**config.mk**
```make
export PLATFORM = sky130hd
export DESIGN_NAME = mul_share_arbiter_flat
export DESIGN_NICKNAME = d
export VERILOG_FILES = /design/src/rtl/mul_share_arbiter_if.sv /design/src/rtl/mul_share_arbiter.sv /design/src/flat_wrapper.sv
export SDC_FILE = /design/constraint.sdc
export NUM_CORES = 1
export LEC_CHECK = 0
export BUFFER_PORTS_ARGS = -buffer_cell sky130_fd_sc_hd__buf_2
export CORE_UTILIZATION = 45
export CTS_CLUSTER_SIZE = 25
export DETAILED_ROUTE_END_ITERATION = 6
export GPL_ROUTABILITY_DRIVEN = 0
export PLACE_DENSITY = 0.75
export SYNTH_ARGS = -nofsm -noshare
export SYNTH_HDL_FRONTEND = slang
export SYNTH_SLANG_ARGS = --single-unit
```
**constraint.sdc**
```tcl
create_clock -name clk -period 27 [get_ports clk]
set_input_delay 4.05 -clock clk [delete_from_list [all_inputs] [get_ports clk]]
set_output_delay 4.05 -clock clk [all_outputs]
set_load 0.1 [all_outputs]
```
**src/rtl/mul_share_arbiter_if.sv**
```systemverilog
// ---------------------------------------------------------------------------
// mul_share_arbiter_if
// Bundles the two requester issue channels and the two response channels of
// the shared multiplier.
//   reqN_valid/ready   : issue handshake for requester N (accept = valid & ready)
//   reqN_a/b           : operands, WIDTH bits
//   reqN_signed        : 1 = two's-complement operands, 0 = unsigned
//   respN_valid        : one-cycle pulse, respN_result carries a new product
//   respN_result       : 2*WIDTH-bit product, holds its value between pulses
// Modports: master = the requesting lanes, slave = the arbiter.
// ---------------------------------------------------------------------------
interface mul_share_arbiter_if #(
   parameter int WIDTH = 16
);
   logic                 req0_valid;
   logic                 req0_ready;
   logic [WIDTH-1:0]     req0_a;
   logic [WIDTH-1:0]     req0_b;
   logic                 req0_signed;
   logic                 req1_valid;
   logic                 req1_ready;
   logic [WIDTH-1:0]     req1_a;
   logic [WIDTH-1:0]     req1_b;
   logic                 req1_signed;
   logic                 resp0_valid;
   logic [2*WIDTH-1:0]   resp0_result;
   logic                 resp1_valid;
   logic [2*WIDTH-1:0]   resp1_result;

   modport master (
      output req0_valid, req0_a, req0_b, req0_signed,
      output req1_valid, req1_a, req1_b, req1_signed,
      input  req0_ready, req1_ready,
      input  resp0_valid, resp0_result, resp1_valid, resp1_result
   );

   modport slave (
      input  req0_valid, req0_a, req0_b, req0_signed,
      input  req1_valid, req1_a, req1_b, req1_signed,
      output req0_ready, req1_ready,
      output resp0_valid, resp0_result, resp1_valid, resp1_result
   );
endinterface

```
**src/rtl/mul_share_arbiter.sv**
```systemverilog
// ---------------------------------------------------------------------------
// mul_array
// Combinational unsigned WIDTH x WIDTH -> 2*WIDTH multiplier.
//   a_i, b_i : unsigned operands
//   p_o      : unsigned product
// BEHAVIORAL=1 uses the '*' operator; otherwise a partial-product array is
// summed row by row, with an explicit bit-serial ripple-carry adder per row
// when RIPPLE_CARRY=1.
// ---------------------------------------------------------------------------
module mul_array #(
   parameter int WIDTH        = 16,
   parameter int BEHAVIORAL   = 0,
   parameter int RIPPLE_CARRY = 1
) (
   input  logic [WIDTH-1:0]   a_i,
   input  logic [WIDTH-1:0]   b_i,
   output logic [2*WIDTH-1:0] p_o
);
   localparam int PW = 2 * WIDTH;

   if (BEHAVIORAL != 0) begin : g_behav
      assign p_o = PW'(a_i) * PW'(b_i);
   end else begin : g_array
      logic [PW-1:0] pp [WIDTH];
      logic [PW-1:0] acc;

      // Row gi is A shifted to bit gi, gated by B[gi].
      for (genvar gi = 0; gi < WIDTH; gi++) begin : g_pp
         assign pp[gi] = b_i[gi] ? (PW'(a_i) << gi) : '0;
      end

      always_comb begin
         logic          carry;
         logic [PW-1:0] sum;
         acc   = '0;
         carry = 1'b0;
         sum   = '0;
         for (int r = 0; r < WIDTH; r++) begin
            if (RIPPLE_CARRY != 0) begin
               carry = 1'b0;
               for (int j = 0; j < PW; j++) begin
                  sum[j] = acc[j] ^ pp[r][j] ^ carry;
                  carry  = (acc[j] & pp[r][j]) | (carry & (acc[j] ^ pp[r][j]));
               end
               acc = sum;
            end else begin
               acc = acc + pp[r];
            end
         end
      end

      assign p_o = acc;
   end
endmodule

// ---------------------------------------------------------------------------
// mul_share_arbiter
// Round-robin shares one mul_array between two requesters. Accepted ops flow
// through an operand register (stage 1) and a product register (stage 2);
// the response appears two cycles after the accept on the winner's port.
// Signed ops are run as unsigned magnitudes and the product is negated when
// the operand signs differ.
//   clk  : clock, all state on the rising edge
//   rst  : asynchronous active-high reset
//   bus  : slave side of mul_share_arbiter_if (issue + response channels)
// ---------------------------------------------------------------------------
module mul_share_arbiter #(
   parameter int WIDTH = 16
) (
   input  logic                clk,
   input  logic                rst,
   mul_share_arbiter_if.slave  bus
);
   localparam int PW = 2 * WIDTH;

   // Returns |v| as an unsigned WIDTH-bit value. The most negative input
   // wraps to 2^(WIDTH-1), which is the correct unsigned magnitude.
   function automatic logic [WIDTH-1:0] magnitude(input logic [WIDTH-1:0] v,
                                                  input logic             s);
      return (s && v[WIDTH-1]) ? (~v + WIDTH'(1)) : v;
   endfunction

   logic             last_grant_q, last_grant_d;
   logic             grant0, grant1;
   logic             s1_valid_q, s1_valid_d;
   logic             s1_tag_q, s1_tag_d;
   logic             s1_neg_q, s1_neg_d;
   logic [WIDTH-1:0] s1_a_q, s1_a_d;
   logic [WIDTH-1:0] s1_b_q, s1_b_d;
   logic [PW-1:0]    prod_u;
   logic [PW-1:0]    prod_s;
   logic             resp0_valid_q, resp1_valid_q;
   logic [PW-1:0]    resp0_result_q, resp1_result_q;

   // On contention the requester that did not win last time gets the grant.
   // last_grant resets to 1 so requester 0 wins the first contention.
   assign grant0 = bus.req0_valid & (~bus.req1_valid | last_grant_q);
   assign grant1 = bus.req1_valid & (~bus.req0_valid | ~last_grant_q);

   assign bus.req0_ready = grant0;
   assign bus.req1_ready = grant1;

   always_comb begin
      logic [WIDTH-1:0] sel_a;
      logic [WIDTH-1:0] sel_b;
      logic             sel_s;
      sel_a        = grant1 ? bus.req1_a      : bus.req0_a;
      sel_b        = grant1 ? bus.req1_b      : bus.req0_b;
      sel_s        = grant1 ? bus.req1_signed : bus.req0_signed;
      last_grant_d = last_grant_q;
      s1_valid_d   = grant0 | grant1;
      s1_tag_d     = s1_tag_q;
      s1_neg_d     = s1_neg_q;
      s1_a_d       = s1_a_q;
      s1_b_d       = s1_b_q;
      if (grant0 | grant1) begin
         last_grant_d = grant1;
         s1_tag_d     = grant1;
         s1_neg_d     = sel_s & (sel_a[WIDTH-1] ^ sel_b[WIDTH-1]);
         s1_a_d       = magnitude(sel_a, sel_s);
         s1_b_d       = magnitude(sel_b, sel_s);
      end
   end

   mul_array #(
      .WIDTH        (WIDTH),
      .BEHAVIORAL   (0),
      .RIPPLE_CARRY (1)
   ) u_mul (
      .a_i (s1_a_q),
      .b_i (s1_b_q),
      .p_o (prod_u)
   );

   assign prod_s = s1_neg_q ? (~prod_u + PW'(1)) : prod_u;

   always_ff @(posedge clk or posedge rst) begin
      if (rst) begin
         last_grant_q   <= 1'b1;
         s1_valid_q     <= 1'b0;
         s1_tag_q       <= 1'b0;
         s1_neg_q       <= 1'b0;
         s1_a_q         <= '0;
         s1_b_q         <= '0;
         resp0_valid_q  <= 1'b0;
         resp1_valid_q  <= 1'b0;
         resp0_result_q <= '0;
         resp1_result_q <= '0;
      end else begin
         last_grant_q  <= last_grant_d;
         s1_valid_q    <= s1_valid_d;
         s1_tag_q      <= s1_tag_d;
         s1_neg_q      <= s1_neg_d;
         s1_a_q        <= s1_a_d;
         s1_b_q        <= s1_b_d;
         resp0_valid_q <= s1_valid_q & ~s1_tag_q;
         resp1_valid_q <= s1_valid_q & s1_tag_q;
         // Only the addressed port's result moves; the other keeps its value.
         if (s1_valid_q && !s1_tag_q) resp0_result_q <= prod_s;
         if (s1_valid_q && s1_tag_q)  resp1_result_q <= prod_s;
      end
   end

   assign bus.resp0_valid  = resp0_valid_q;
   assign bus.resp1_valid  = resp1_valid_q;
   assign bus.resp0_result = resp0_result_q;
   assign bus.resp1_result = resp1_result_q;
endmodule

```
**src/flat_wrapper.sv**
```systemverilog
// flat-port wrapper written by rule: the top's interface ports become plain ports
module mul_share_arbiter_flat 
#(
   parameter int WIDTH = 16
)
  (clk, rst, bus_req0_valid, bus_req0_a, bus_req0_b, bus_req0_signed, bus_req1_valid, bus_req1_a, bus_req1_b, bus_req1_signed, bus_req0_ready, bus_req1_ready, bus_resp0_valid, bus_resp0_result, bus_resp1_valid, bus_resp1_result);
  mul_share_arbiter_if #(.WIDTH(WIDTH)) bus_i ();
  input  logic clk;
  input  logic rst;
  input wire logic [$bits(bus_i.req0_valid)-1:0] bus_req0_valid;
  input wire logic [$bits(bus_i.req0_a)-1:0] bus_req0_a;
  input wire logic [$bits(bus_i.req0_b)-1:0] bus_req0_b;
  input wire logic [$bits(bus_i.req0_signed)-1:0] bus_req0_signed;
  input wire logic [$bits(bus_i.req1_valid)-1:0] bus_req1_valid;
  input wire logic [$bits(bus_i.req1_a)-1:0] bus_req1_a;
  input wire logic [$bits(bus_i.req1_b)-1:0] bus_req1_b;
  input wire logic [$bits(bus_i.req1_signed)-1:0] bus_req1_signed;
  output wire logic [$bits(bus_i.req0_ready)-1:0] bus_req0_ready;
  output wire logic [$bits(bus_i.req1_ready)-1:0] bus_req1_ready;
  output wire logic [$bits(bus_i.resp0_valid)-1:0] bus_resp0_valid;
  output wire logic [$bits(bus_i.resp0_result)-1:0] bus_resp0_result;
  output wire logic [$bits(bus_i.resp1_valid)-1:0] bus_resp1_valid;
  output wire logic [$bits(bus_i.resp1_result)-1:0] bus_resp1_result;
  assign bus_i.req0_valid = bus_req0_valid;
  assign bus_i.req0_a = bus_req0_a;
  assign bus_i.req0_b = bus_req0_b;
  assign bus_i.req0_signed = bus_req0_signed;
  assign bus_i.req1_valid = bus_req1_valid;
  assign bus_i.req1_a = bus_req1_a;
  assign bus_i.req1_b = bus_req1_b;
  assign bus_i.req1_signed = bus_req1_signed;
  assign bus_req0_ready = bus_i.req0_ready;
  assign bus_req1_ready = bus_i.req1_ready;
  assign bus_resp0_valid = bus_i.resp0_valid;
  assign bus_resp0_result = bus_i.resp0_result;
  assign bus_resp1_valid = bus_i.resp1_valid;
  assign bus_resp1_result = bus_i.resp1_result;
  mul_share_arbiter #(.WIDTH(WIDTH)) u_core (.clk(clk), .rst(rst), .bus(bus_i));
endmodule
```
# Word level (Yosys, flattened, before mapping)

Cells that the tools add are included.

Add/sub/neg operators: 3
Multipliers: 0
Div/mod/pow operators: 0
Magnitude comparators: 0
Eq/ne operators: 0
Shifts and indexed selects: 0
Multiplexer cells: 22
Bitwise gates (word level): 2326
Reduce and logical (&&, ||, !) cells: 5

Operators with widths:

| operator                                                        | number |
|---|---|
| 1-bit XOR                                                       | 825 |
| 1-bit bitwise AND                                               | 814 |
| 1-bit OR                                                        | 453 |
| 1-bit XOR, second input constant                                | 105 |
| 1-bit bitwise AND, second input constant                        | 91 |
| 16-bit 2-to-1 mux                                               | 5 |
| 16-bit by 1-bit adder with 16-bit output, second input constant | 2 |
| 32-bit by 1-bit adder with 32-bit output, second input constant | 1 |
| 32-bit 2-to-1 mux                                               | 1 |
| 16-bit NOT                                                      | 2 |
| 32-bit NOT                                                      | 1 |
| 31-bit 2-to-1 mux                                               | 1 |
| 30-bit 2-to-1 mux                                               | 1 |
| 29-bit 2-to-1 mux                                               | 1 |
| 28-bit 2-to-1 mux                                               | 1 |
| 27-bit 2-to-1 mux                                               | 1 |
| 26-bit 2-to-1 mux                                               | 1 |
| 25-bit 2-to-1 mux                                               | 1 |
| 24-bit 2-to-1 mux                                               | 1 |
| 23-bit 2-to-1 mux                                               | 1 |
| 22-bit 2-to-1 mux                                               | 1 |
| 21-bit 2-to-1 mux                                               | 1 |
| 20-bit 2-to-1 mux                                               | 1 |
| 19-bit 2-to-1 mux                                               | 1 |
| 10 further kinds                                                | 43 |

Bits in registers: 102
Latch bits: 0
RAM bits: 0
Bits in read-only memories: 0
Input bits: 70
Output and inout port bits: 68
Word-level logic and storage cells: 2366
Memories kept: 0

# Depth between registers and ports, before layout

Gate-level depths: netlist of the first run.

Depth in word-level cells: 94
Depth in mapped cells: 79

# By module

Synthesis of the first run repeated with hierarchy kept, for this count alone.

Cells, all modules: 1281
Area total of the unflattened synthesis: 12749.7 um2

By module, submodules not included:

| module            | instances | cells each | area each (um2) | seq. area each (um2) |
|---|---|---|---|---|
| mul_array         | 1         | 610        | 6770.2          | 0.0 |
| mul_share_arbiter | 1         | 671        | 5979.5          | 2553.7 |

# Least setup slack after synthesis of the first run

No wires, ideal clock.

Kind: register to register
Start: register u_core.s1_a_q[0]
End: register u_core.resp0_result_q[31], in the netlist u_core.bus.resp0_result[31]
Setup time: 0.131 ns
Data arrival time: 19.820 ns
Required time: 26.869 ns
Slack: 7.049 ns
Stages on the path, launching flop included: 54
Path buffers: 1
Clock period less this slack: 19.951 ns
Path through: dfrtp_1 -> clkbuf_1 -> and2_1 -> ha_1 -> inv_1 -> fa_1 -> inv_1 -> fa_1 -> fa_1 -> fa_1 -> fa_1 -> fa_1 -> fa_1 -> fa_1 -> fa_1 -> fa_1 -> fa_1 -> fa_1 -> [18 not listed] -> fa_1 -> fa_1 -> fa_1 -> fa_1 -> fa_1 -> fa_1 -> fa_1 -> fa_1 -> fa_1 -> fa_1 -> fa_1 -> inv_1 -> fa_1 -> fa_1 -> nand4_1 -> o41ai_2 -> xnor2_1 -> o21ai_1

Word-level cells in the longest chain between the ends: 94
Elaborated cells on any way between the ends: 2270

RTL lines:

| what                                                        | RTL line                                         | source |
|---|---|---|
| start: declaration                                          | mul_share_arbiter.sv:88                          | `logic [WIDTH-1:0] s1_a_q, s1_a_d;` |
| start signal: assignment                                    | mul_share_arbiter.sv:143                         | `s1_a_q <= '0;` |
| start signal: assignment                                    | mul_share_arbiter.sv:154                         | `s1_a_q <= s1_a_d;` |
| 16-bit 2-to-1 mux or 17-bit 2-to-1 mux (tied branches)      | mul_share_arbiter.sv:29                          | `assign pp[gi] = b_i[gi] ? (PW'(a_i) << gi) : '0;` |
| 1-bit bitwise AND or 1-bit XOR (tied branches) (2 in a row) | mul_share_arbiter.sv:43, mul_share_arbiter.sv:42 |  |
| 1-bit OR or 1-bit XOR (tied branches)                       | mul_share_arbiter.sv:43, mul_share_arbiter.sv:42 |  |
| 1-bit bitwise AND or 1-bit XOR (tied branches)              | mul_share_arbiter.sv:43, mul_share_arbiter.sv:42 |  |
| 1-bit OR or 1-bit XOR (tied branches)                       | mul_share_arbiter.sv:43, mul_share_arbiter.sv:42 |  |
| 1-bit bitwise AND or 1-bit XOR (tied branches)              | mul_share_arbiter.sv:43, mul_share_arbiter.sv:42 |  |
| 1-bit OR or 1-bit XOR (tied branches)                       | mul_share_arbiter.sv:43, mul_share_arbiter.sv:42 |  |
| 1-bit bitwise AND or 1-bit XOR (tied branches)              | mul_share_arbiter.sv:43, mul_share_arbiter.sv:42 |  |
| [77 not listed]                                             | n/a                                              |  |
| 1-bit XOR or 1-bit bitwise AND (tied branches)              | mul_share_arbiter.sv:42, mul_share_arbiter.sv:43 |  |
| 1-bit XOR (tied with other cells)                           | mul_share_arbiter.sv:42                          | `sum[j] = acc[j] ^ pp[r][j] ^ carry;` |
| 1-bit XOR or 1-bit bitwise AND (tied branches)              | mul_share_arbiter.sv:42, mul_share_arbiter.sv:43 |  |
| 1-bit XOR or 1-bit OR (tied branches)                       | mul_share_arbiter.sv:42, mul_share_arbiter.sv:43 |  |
| 1-bit XOR                                                   | mul_share_arbiter.sv:42                          |  |
| 32-bit NOT                                                  | mul_share_arbiter.sv:135                         | `assign prod_s = s1_neg_q ? (~prod_u + PW'(1)) : prod_u;` |
| 32-bit by 1-bit adder with 32-bit output                    | mul_share_arbiter.sv:135                         |  |
| 32-bit 2-to-1 mux *                                         | mul_share_arbiter.sv:135                         |  |
| end signal: assignment                                      | mul_share_arbiter.sv:159                         | `if (s1_valid_q && !s1_tag_q) resp0_result_q <= prod_s;` |
| end: declaration                                            | mul_share_arbiter.sv:93                          | `logic [PW-1:0] resp0_result_q, resp1_result_q;` |

Every way passes the cells marked *; elsewhere a longest branch is shown, timed or not.
A chain may end at the register's enable or synchronous reset.

# Final worst setup path of the first run

Start: register u_core.s1_b_q[0]
End: register u_core.resp1_result_q[31], in the netlist u_core.bus.resp1_result[31]

Word-level cells in the longest chain between the ends: 94
Elaborated cells on any way between the ends: 2283

RTL lines:

| what                                                        | RTL line                                         | source |
|---|---|---|
| start: declaration                                          | mul_share_arbiter.sv:89                          | `logic [WIDTH-1:0] s1_b_q, s1_b_d;` |
| start signal: assignment                                    | mul_share_arbiter.sv:144                         | `s1_b_q <= '0;` |
| start signal: assignment                                    | mul_share_arbiter.sv:155                         | `s1_b_q <= s1_b_d;` |
| 16-bit 2-to-1 mux *                                         | mul_share_arbiter.sv:29                          |  |
| 1-bit bitwise AND or 1-bit XOR (tied branches) (2 in a row) | mul_share_arbiter.sv:43, mul_share_arbiter.sv:42 |  |
| 1-bit OR or 1-bit XOR (tied branches)                       | mul_share_arbiter.sv:43, mul_share_arbiter.sv:42 |  |
| 1-bit bitwise AND or 1-bit XOR (tied branches)              | mul_share_arbiter.sv:43, mul_share_arbiter.sv:42 |  |
| 1-bit OR or 1-bit XOR (tied branches)                       | mul_share_arbiter.sv:43, mul_share_arbiter.sv:42 |  |
| 1-bit bitwise AND or 1-bit XOR (tied branches)              | mul_share_arbiter.sv:43, mul_share_arbiter.sv:42 |  |
| 1-bit OR or 1-bit XOR (tied branches)                       | mul_share_arbiter.sv:43, mul_share_arbiter.sv:42 |  |
| 1-bit bitwise AND or 1-bit XOR (tied branches)              | mul_share_arbiter.sv:43, mul_share_arbiter.sv:42 |  |
| [77 not listed]                                             | n/a                                              |  |
| 1-bit XOR or 1-bit bitwise AND (tied branches)              | mul_share_arbiter.sv:42, mul_share_arbiter.sv:43 |  |
| 1-bit XOR (tied with other cells)                           | mul_share_arbiter.sv:42                          |  |
| 1-bit XOR or 1-bit bitwise AND (tied branches)              | mul_share_arbiter.sv:42, mul_share_arbiter.sv:43 |  |
| 1-bit XOR or 1-bit OR (tied branches)                       | mul_share_arbiter.sv:42, mul_share_arbiter.sv:43 |  |
| 1-bit XOR                                                   | mul_share_arbiter.sv:42                          |  |
| 32-bit NOT                                                  | mul_share_arbiter.sv:135                         |  |
| 32-bit by 1-bit adder with 32-bit output                    | mul_share_arbiter.sv:135                         |  |
| 32-bit 2-to-1 mux *                                         | mul_share_arbiter.sv:135                         |  |
| end signal: assignment                                      | mul_share_arbiter.sv:160                         | `if (s1_valid_q && s1_tag_q) resp1_result_q <= prod_s;` |
| end: declaration                                            | mul_share_arbiter.sv:93                          |  |

Marked as above.

==> impl_results.md, run 1 <==
- WL/cell: 14.76 um
- First-pass GRT wire length: 43850 um
- Vias in the first global route: 9441
- Unique masters post-synth: 62
- Syn Std Cell Area: 12410 um2
- Syn nets: 1566
- Flop and latch count out of synthesis: 102
- Post-DP HPWL: 20780 um
- CTS Buffer Depth: 2
- I/O pins: 138
- Critical-path top delay cell: dfrtp_1
- Crit path capture type: flip-flop
- GR Overflow Total: 0
- Worst min path class: flip-flop to flip-flop
- Die W: 168.1 um
- Setup CP Type: flip-flop to flip-flop
- Die ar.: 28250 um2
- Top cells by area, synth: fa_1 36%, dfrtp_1 20%, and2_1 11%, nand2_1 4.7%, o21ai_0 3.1%
- Clock skew: 0.01367 ns
- Avg Inst Size Synth: 9.906 um2
- Reg clk slew, reported paths: 0.07 ns
- Area grow syn2layout: 9.607%
- Port Buffers: 137
- Worst slack at placement: 6.032 ns
- Fraction of layout cells with a size suffix above 1: 13.57%
- Rel. slew slack: 15.57%
- Initial Util: 45.93%
- RSZ-0062 raised after global routing: no
- Sink Count: 102
- Cts repair resizes: 0
- Setup Viol. Count Final: 0
- CP most frequent cell: fa_1
- Arrival @ worst endpoint: 21.10 ns
- Via density: 5.433
- # rows: 60
- CP delay by family, top: adder cells
- Setup TNS: 0 ns
- Sequential share of the synthesized area: 20.57%
- Post-CTS Setup Inserts: 0
- CP required: 27.20 ns
- Leading area contributor after synthesis: fa_1
- H-tree depth: 3
- Die Y: 168.1 um
- DRT Pass-1 Iters: 5
- CTS Hold Bufs: 0
- Final Hold Fails: 0
- Max cap viols: 0
- Min Tclk post-route: 20.90 ns
- DRC: 0
- Slew @ Worst Pin: 1.266 ns
- Initial antenna violation count: 0
- PnR worst setup slack: 6.100 ns
- Global-route total usage across every layer: 18.66%
- Buf/Inv on CP: 5
- Cts bufs inserted: 9
- Commonest non-fill, non-tap cell in the layout: fa_1
- Via Count: 9139
- ANT nets after route: 0
- Synth warn: 0
- Yosys top cell area share: 36.13%
- Post-synth ARST share: 100.0%
- Nets: 1649
- Maximum fanout along the worst path: 18
- Placeable Area: 27030 um2
- Critical path startpoint category: flip-flop
- Primary FF master, synth: dfrtp_1
- Post-synth EDFFs: 0
- Crit share post-route: 77.41%
- Root Driver: clkbuf_16
- Inserted Diodes: 0
- Largest net degree at the start of global routing: 71
- Critical Path Max Stage Delay: 0.76 ns
- DRT iter0 DRCs: 515
- Fmax: 47.85 MHz
- Cells after Synth: 1253
- TritonCTS clock tree: built
- Fin. max-slew vios: 0
- Clk Latency, worst-skew pair: 0.35 ns
- Final hold slack: 0.4781 ns
- Status: finished, final reports clean
- Wirelength, routed: 24830 um
- Most frequent cells in the layout: 224 x fa_1, 217 x and2_1, 156 x nand2_1
==> final cells by class <==
cell class / instances / area [um2]
Multi-Input combinational cell: 998 / 9278
Timing Repair Buffer: 140 / 708.2
Fill cell: 2461 / 13420
Clock buffer: 11 / 232.7
Sequential cell: 102 / 2554
Tap cell: 341 / 426.7
Inverter: 85 / 321.6
Clock inverter: 5 / 83.83
==> synthesized netlist by cell type, drive strengths merged (19+ instances only) <==
library cell  instances
fa                  224
and2                217
nand2               157
dfrtp               101
inv                  85
o21ai                85
clkbuf               58
nor2                 39
xor2                 34
mux2i                31
nor3                 27
ha                   19
==> kinds of logic (layout without fill, tap and decap cells) <==
family / Yosys count / after routing / share of synthesized area, %
simple gates: 506 / 506 / 21.52
fa+ha+maj: 243 / 243 / 38.04
compound gates: 166 / 166 / 8.871
buf+inv: 153 / 241 / 4.738
flops: 102 / 102 / 20.57
xor+xnor: 48 / 48 / 3.387
mux: 35 / 35 / 2.863
==> routing by layer <==
layer | track usage, % | part of all wire, % | up-vias
met5 | 0 | 0 | -
met4 | 3.281 | 0.70 | 0
met3 | 2.468 | 4.3 | 20
met2 | 32.90 | 51 | 211
met1 | 24.89 | 44 | 4681
li1 | - | - | 4227
==> state kept, by name (all words and copies together) (netlist names), 16 cells and up <==
register / count
u_core.bus.resp0_result: 32
u_core.bus.resp1_result: 32
u_core.s1_a_q: 16
u_core.s1_b_q: 16
==> path summary, 6_finish.rpt <==
check / startpoint / to / slack, ns / cells after the start
worst max-delay path: u_core.s1_b_q[0]$_DFFE_PP0P_ / u_core.bus.resp1_result[31]$_DFFE_PP0P_ / 6.10 / 54
worst min-delay path: u_core.bus.resp0_result[5]$_DFFE_PP0P_ / u_core.bus.resp0_result[5]$_DFFE_PP0P_ / 0.48 / 2
worst max register to register: u_core.s1_b_q[0]$_DFFE_PP0P_ / u_core.bus.resp1_result[31]$_DFFE_PP0P_ / 6.10 / 54
worst min register to register: u_core.bus.resp0_result[5]$_DFFE_PP0P_ / u_core.bus.resp0_result[5]$_DFFE_PP0P_ / 0.48 / 2
max in group asynchronous: rst / u_core.bus.resp1_result[18]$_DFFE_PP0P_ / 22.11 / 3
min in group asynchronous: rst / u_core.s1_b_q[13]$_DFFE_PP0P_ / 3.69 / 2
==> stage by stage <==
step,cells,util (%),instance area [um2]
after floorplan,1253,-,12410
after global placement,1666,49.17,13290
after detailed placement,1666,49.17,13290
after CTS,1682,50.34,13600
after global routing,1682,50.34,13600
final,1682,50.34,13600
==> worst min-delay path, delay by kind of cell, from the launching register on <==
kind | cells | cell delay [ns]
and+or+nand+nor | 1 | 0.05
AOI/OAI and AO/OA | 1 | 0.06
DFF | 1 | 0.34
Power of run 1 is not shown: default switching activity piles up to over one toggle a cycle in this logic, so the estimate is an artifact.
==> inputs of run 2 (changes only) <==
--- a/config.mk
+++ b/config.mk
@@ -5,12 +5,13 @@
 export SDC_FILE = /design/constraint.sdc
 export NUM_CORES = 1
 export LEC_CHECK = 0
+export ABC_AREA = 1
 export BUFFER_PORTS_ARGS = -buffer_cell sky130_fd_sc_hd__buf_2
 export CORE_UTILIZATION = 45
 export CTS_CLUSTER_SIZE = 25
 export DETAILED_ROUTE_END_ITERATION = 6
 export GPL_ROUTABILITY_DRIVEN = 0
-export PLACE_DENSITY = 0.75
+export PLACE_DENSITY = 0.77
 export SYNTH_ARGS = -nofsm -noshare
 export SYNTH_HDL_FRONTEND = slang
 export SYNTH_SLANG_ARGS = --single-unit
==> constraint.sdc (replaced) <==
create_clock -name clk -period 16.8 [get_ports clk]
set_input_delay 2.52 -clock clk [delete_from_list [all_inputs] [get_ports clk]]
set_output_delay 2.52 -clock clk [all_outputs]
set_load 0.1 [all_outputs]
==> run 2 against run 1 <==
  * Fmax increased by 7.1%
  * Cell count is 34% higher
  * Critical path type unchanged
  * The flow now finishes with violations (setup timing)
  * Non-clock buffer count grew 49
==> impl_results.md, run 2 <==
- Status: finished, violations left
- Violated checks: setup timing
- GR met2 Demand/Resource: 35.87% (+3.0 points)
- Root Driver: clkbuf_16
- Reg clk slew, reported paths: 0.07 ns (about the same)
- Setup CP Type: flip-flop to flip-flop
- Maximum fanout along the worst path: 3 (-15)
- H-tree depth: 3 (unchanged)
- Syn nets: 2068 (+32%)
- Area grow syn2layout: 15.38%
- # fillers: 2524 (+2.6%)
- RSZ-0062 raised after global routing: yes
- CTS Buffer Depth: 2 (unchanged)
- Post-synth EDFFs: 0 (unchanged)
- Layout Cells excl Fill: 2246 (+34%)
- Worst slack at placement: -3.143 ns (-9.176 ns)
- Crit path capture type: flip-flop
- DRT iter0 DRCs: 653 (+27%)
- Buf/Inv on CP: 9 (+4)
- Avg Inst Size Synth: 7.608 um2 (-23%)
- Clk Latency, worst-skew pair: 0.35 ns (about the same)
- Seq. cell area: 2554 um2 (unchanged)
- PnR worst setup slack: -2.713 ns (-8.813 ns)
- Initial Util: 46.15% (+0.22 points)
- Critical Path Max Stage Delay: 0.60 ns (-0.16 ns)
- Max cap viols: 0 (unchanged)
- Clock skew: 0.01343 ns (-0.0002367 ns)
- Multi-input logic area: 9475 um2 (+2.1%)
- Die ar.: 30370 um2 (+7.5%)
- Die W: 174.3 um (+3.7%)
- ANT nets after route: 0 (unchanged)
- Global-route total usage across every layer: 19.61% (+0.95 points)
- Vias in the first global route: 10820 (+15%)
- Sequential share of the synthesized area: 19.12% (-1.4 points)
- Cts bufs inserted: 9 (unchanged)
- GR Overflow Total: 0 (unchanged)
- Setup Viol. Count Final: 16 (+16)
- Syn Std Cell Area: 13350 um2 (+7.6%)
- Slew @ Worst Pin: 1.126 ns (-0.1400 ns)
- Via density: 4.838 (-11%)
- Nets: 2170 (+32%)
- Fin. max-slew vios: 0 (unchanged)
- Post-DP HPWL: 22560 um (+8.5%)
- Critical path startpoint category: flip-flop
- Unique masters post-synth: 41 (-34%)
- Initial antenna violation count: 0 (unchanged)
- Cells after Synth: 1755 (+40%)
- Wirelength, routed: 28510 um (+15%)
- Worst min path class: flip-flop to flip-flop
- Post-synth ARST share: 100.0% (unchanged)
- Min Tclk post-route: 19.51 ns (-1.387 ns)
- Arrival @ worst endpoint: 19.80 ns (-1.30 ns)
- CTS Hold Bufs: 0 (unchanged)
- Count leader, synth: nand2_1
- Via Count: 10870 (+19%)
- Fraction of layout cells with a size suffix above 1: 26.80% (+13 points)
- Yosys top cell area share: 33.58% (-2.5 points)
- Primary FF master, synth: dfrtp_1
- CP most frequent cell: fa_2
- DRT Pass-1 Iters: 5 (unchanged)
- CP delay by family, top: adder cells
- Fmax: 51.25 MHz (+7.1%)
- Dpl cells: 2222 (+33%)
- Busiest grt layer: met2
- Inserted Diodes: 0 (unchanged)
- Placeable Area: 28940 um2 (+7.1%)
- Sink Count: 102 (unchanged)
- Flop and latch count out of synthesis: 102 (unchanged)
- CP required: 17.09 ns (-10.11 ns)
- Rel. slew slack: 24.90% (+9.3 points)
- Crit share post-route: 116.1% (+39 points)
- Commonest non-fill, non-tap cell in the layout: nand2_1
- First-pass GRT wire length: 49590 um (+13%)
- GR Util met1: 24.15% (-0.75 points)
- I/O pins: 138 (unchanged)
- DRC: 0 (unchanged)
- Core Util, Final: 53.24% (+2.9 points)
- Final Hold Fails: 0 (unchanged)
- Leading area contributor after synthesis: fa_1
- Met3 Track Usage GR: 2.056% (-0.41 points)
- Largest net degree at the start of global routing: 67 (-5.6%)
- Die Y: 174.3 um (+3.7%)
- Port Buffers: 137 (unchanged)
- # rows: 62 (+3.3%)
- Most frequent cells in the layout: 605 x nand2_1, 356 x inv_1, 185 x fa_2
- Top cells by area, synth: fa_1 34%, dfrtp_1 19%, nand2_1 17%, inv_1 11%, nand3_1 3.0%
- Critical-path top delay cell: fa_2
- Leading cell types by count after synthesis: 617 x nand2_1, 389 x inv_1, 224 x fa_1, 101 x dfrtp_1, 79 x nand3_1
- TritonCTS clock tree: built
- Synth warn: 0 (unchanged)
- Final hold slack: 0.4699 ns (-0.008211 ns)
- WL/cell: 12.69 um (-14%)
run 2: per-layer routing:
layer  wire length (um)  vias up
met3               1011       60
met1              11570     5308
li1                   -     5255
met4                779        0
met2              15140      244
met5                  0        -
run 2: cell type report:
type                    count  area share (%)
inverters                 390           9.567
clock inverters             4          0.3411
flip-flops and latches    102           16.58
clock buffers              12           1.665
well taps                 384           3.119
multi-input cells        1165           61.50
repair buffers            189           7.228
run 2: path summary, 6_finish.rpt:
check	startpoint	to	slack [ns]	cells past startpoint
worst max-delay path	u_core.s1_b_q[0]$_DFFE_PP0P_	u_core.bus.resp0_result[31]$_DFFE_PP0P_	-2.71	59
worst min-delay path	u_core.bus.resp1_result[30]$_DFFE_PP0P_	u_core.bus.resp1_result[30]$_DFFE_PP0P_	0.47	2
worst max register to register	u_core.s1_b_q[0]$_DFFE_PP0P_	u_core.bus.resp0_result[31]$_DFFE_PP0P_	-2.71	59
worst min register to register	u_core.bus.resp1_result[30]$_DFFE_PP0P_	u_core.bus.resp1_result[30]$_DFFE_PP0P_	0.47	2
max in group asynchronous	rst	u_core.bus.resp1_result[28]$_DFFE_PP0P_	13.45	3
min in group asynchronous	rst	u_core.s1_b_q[4]$_DFFE_PP0P_	2.19	2
run 2: worst register-to-register path, delay by kind of cell (launching register included):
family | cells | cell delay [ns]
adder cells (fa/ha/maj) | 44 | 17.92
AO/OA/AOI/OAI | 1 | 0.21
buffers and inverters | 9 | 0.52
flip-flops | 1 | 0.37
AND/OR/NAND/NOR | 5 | 0.41
run 2: logic make-up after synthesis:
group                      share of synthesized area (%)
buffers and inverters                              14.54
DFF                                                19.12
adders and majority gates                          35.36
xor gates and xnor gates                           1.509
and+or+nand+nor                                    26.32
AOI/OAI and AO/OA                                  3.139
run 2: per-stage QoR:
| stage | instance area (um2) | setup TNS (ns) |
|---|---|---|
| floorplan | 13760 | -25.49 |
| global placement | 14760 | -29.08 |
| detailed placement | 14760 | -33.82 |
| CTS | 15270 | -28.03 |
| global route | 15410 | -34.73 |
| finish | 15410 | -25.85 |
run 2: what timing repair did:
item                       in CTS  in global routing
gates cloned                    0                  0
pin swaps                      89                 43
gates resized for setup        71                 36
setup buffers                   4                  4
setup endpoints to repair      19                 20
Power of run 2 is left out for the same reason.
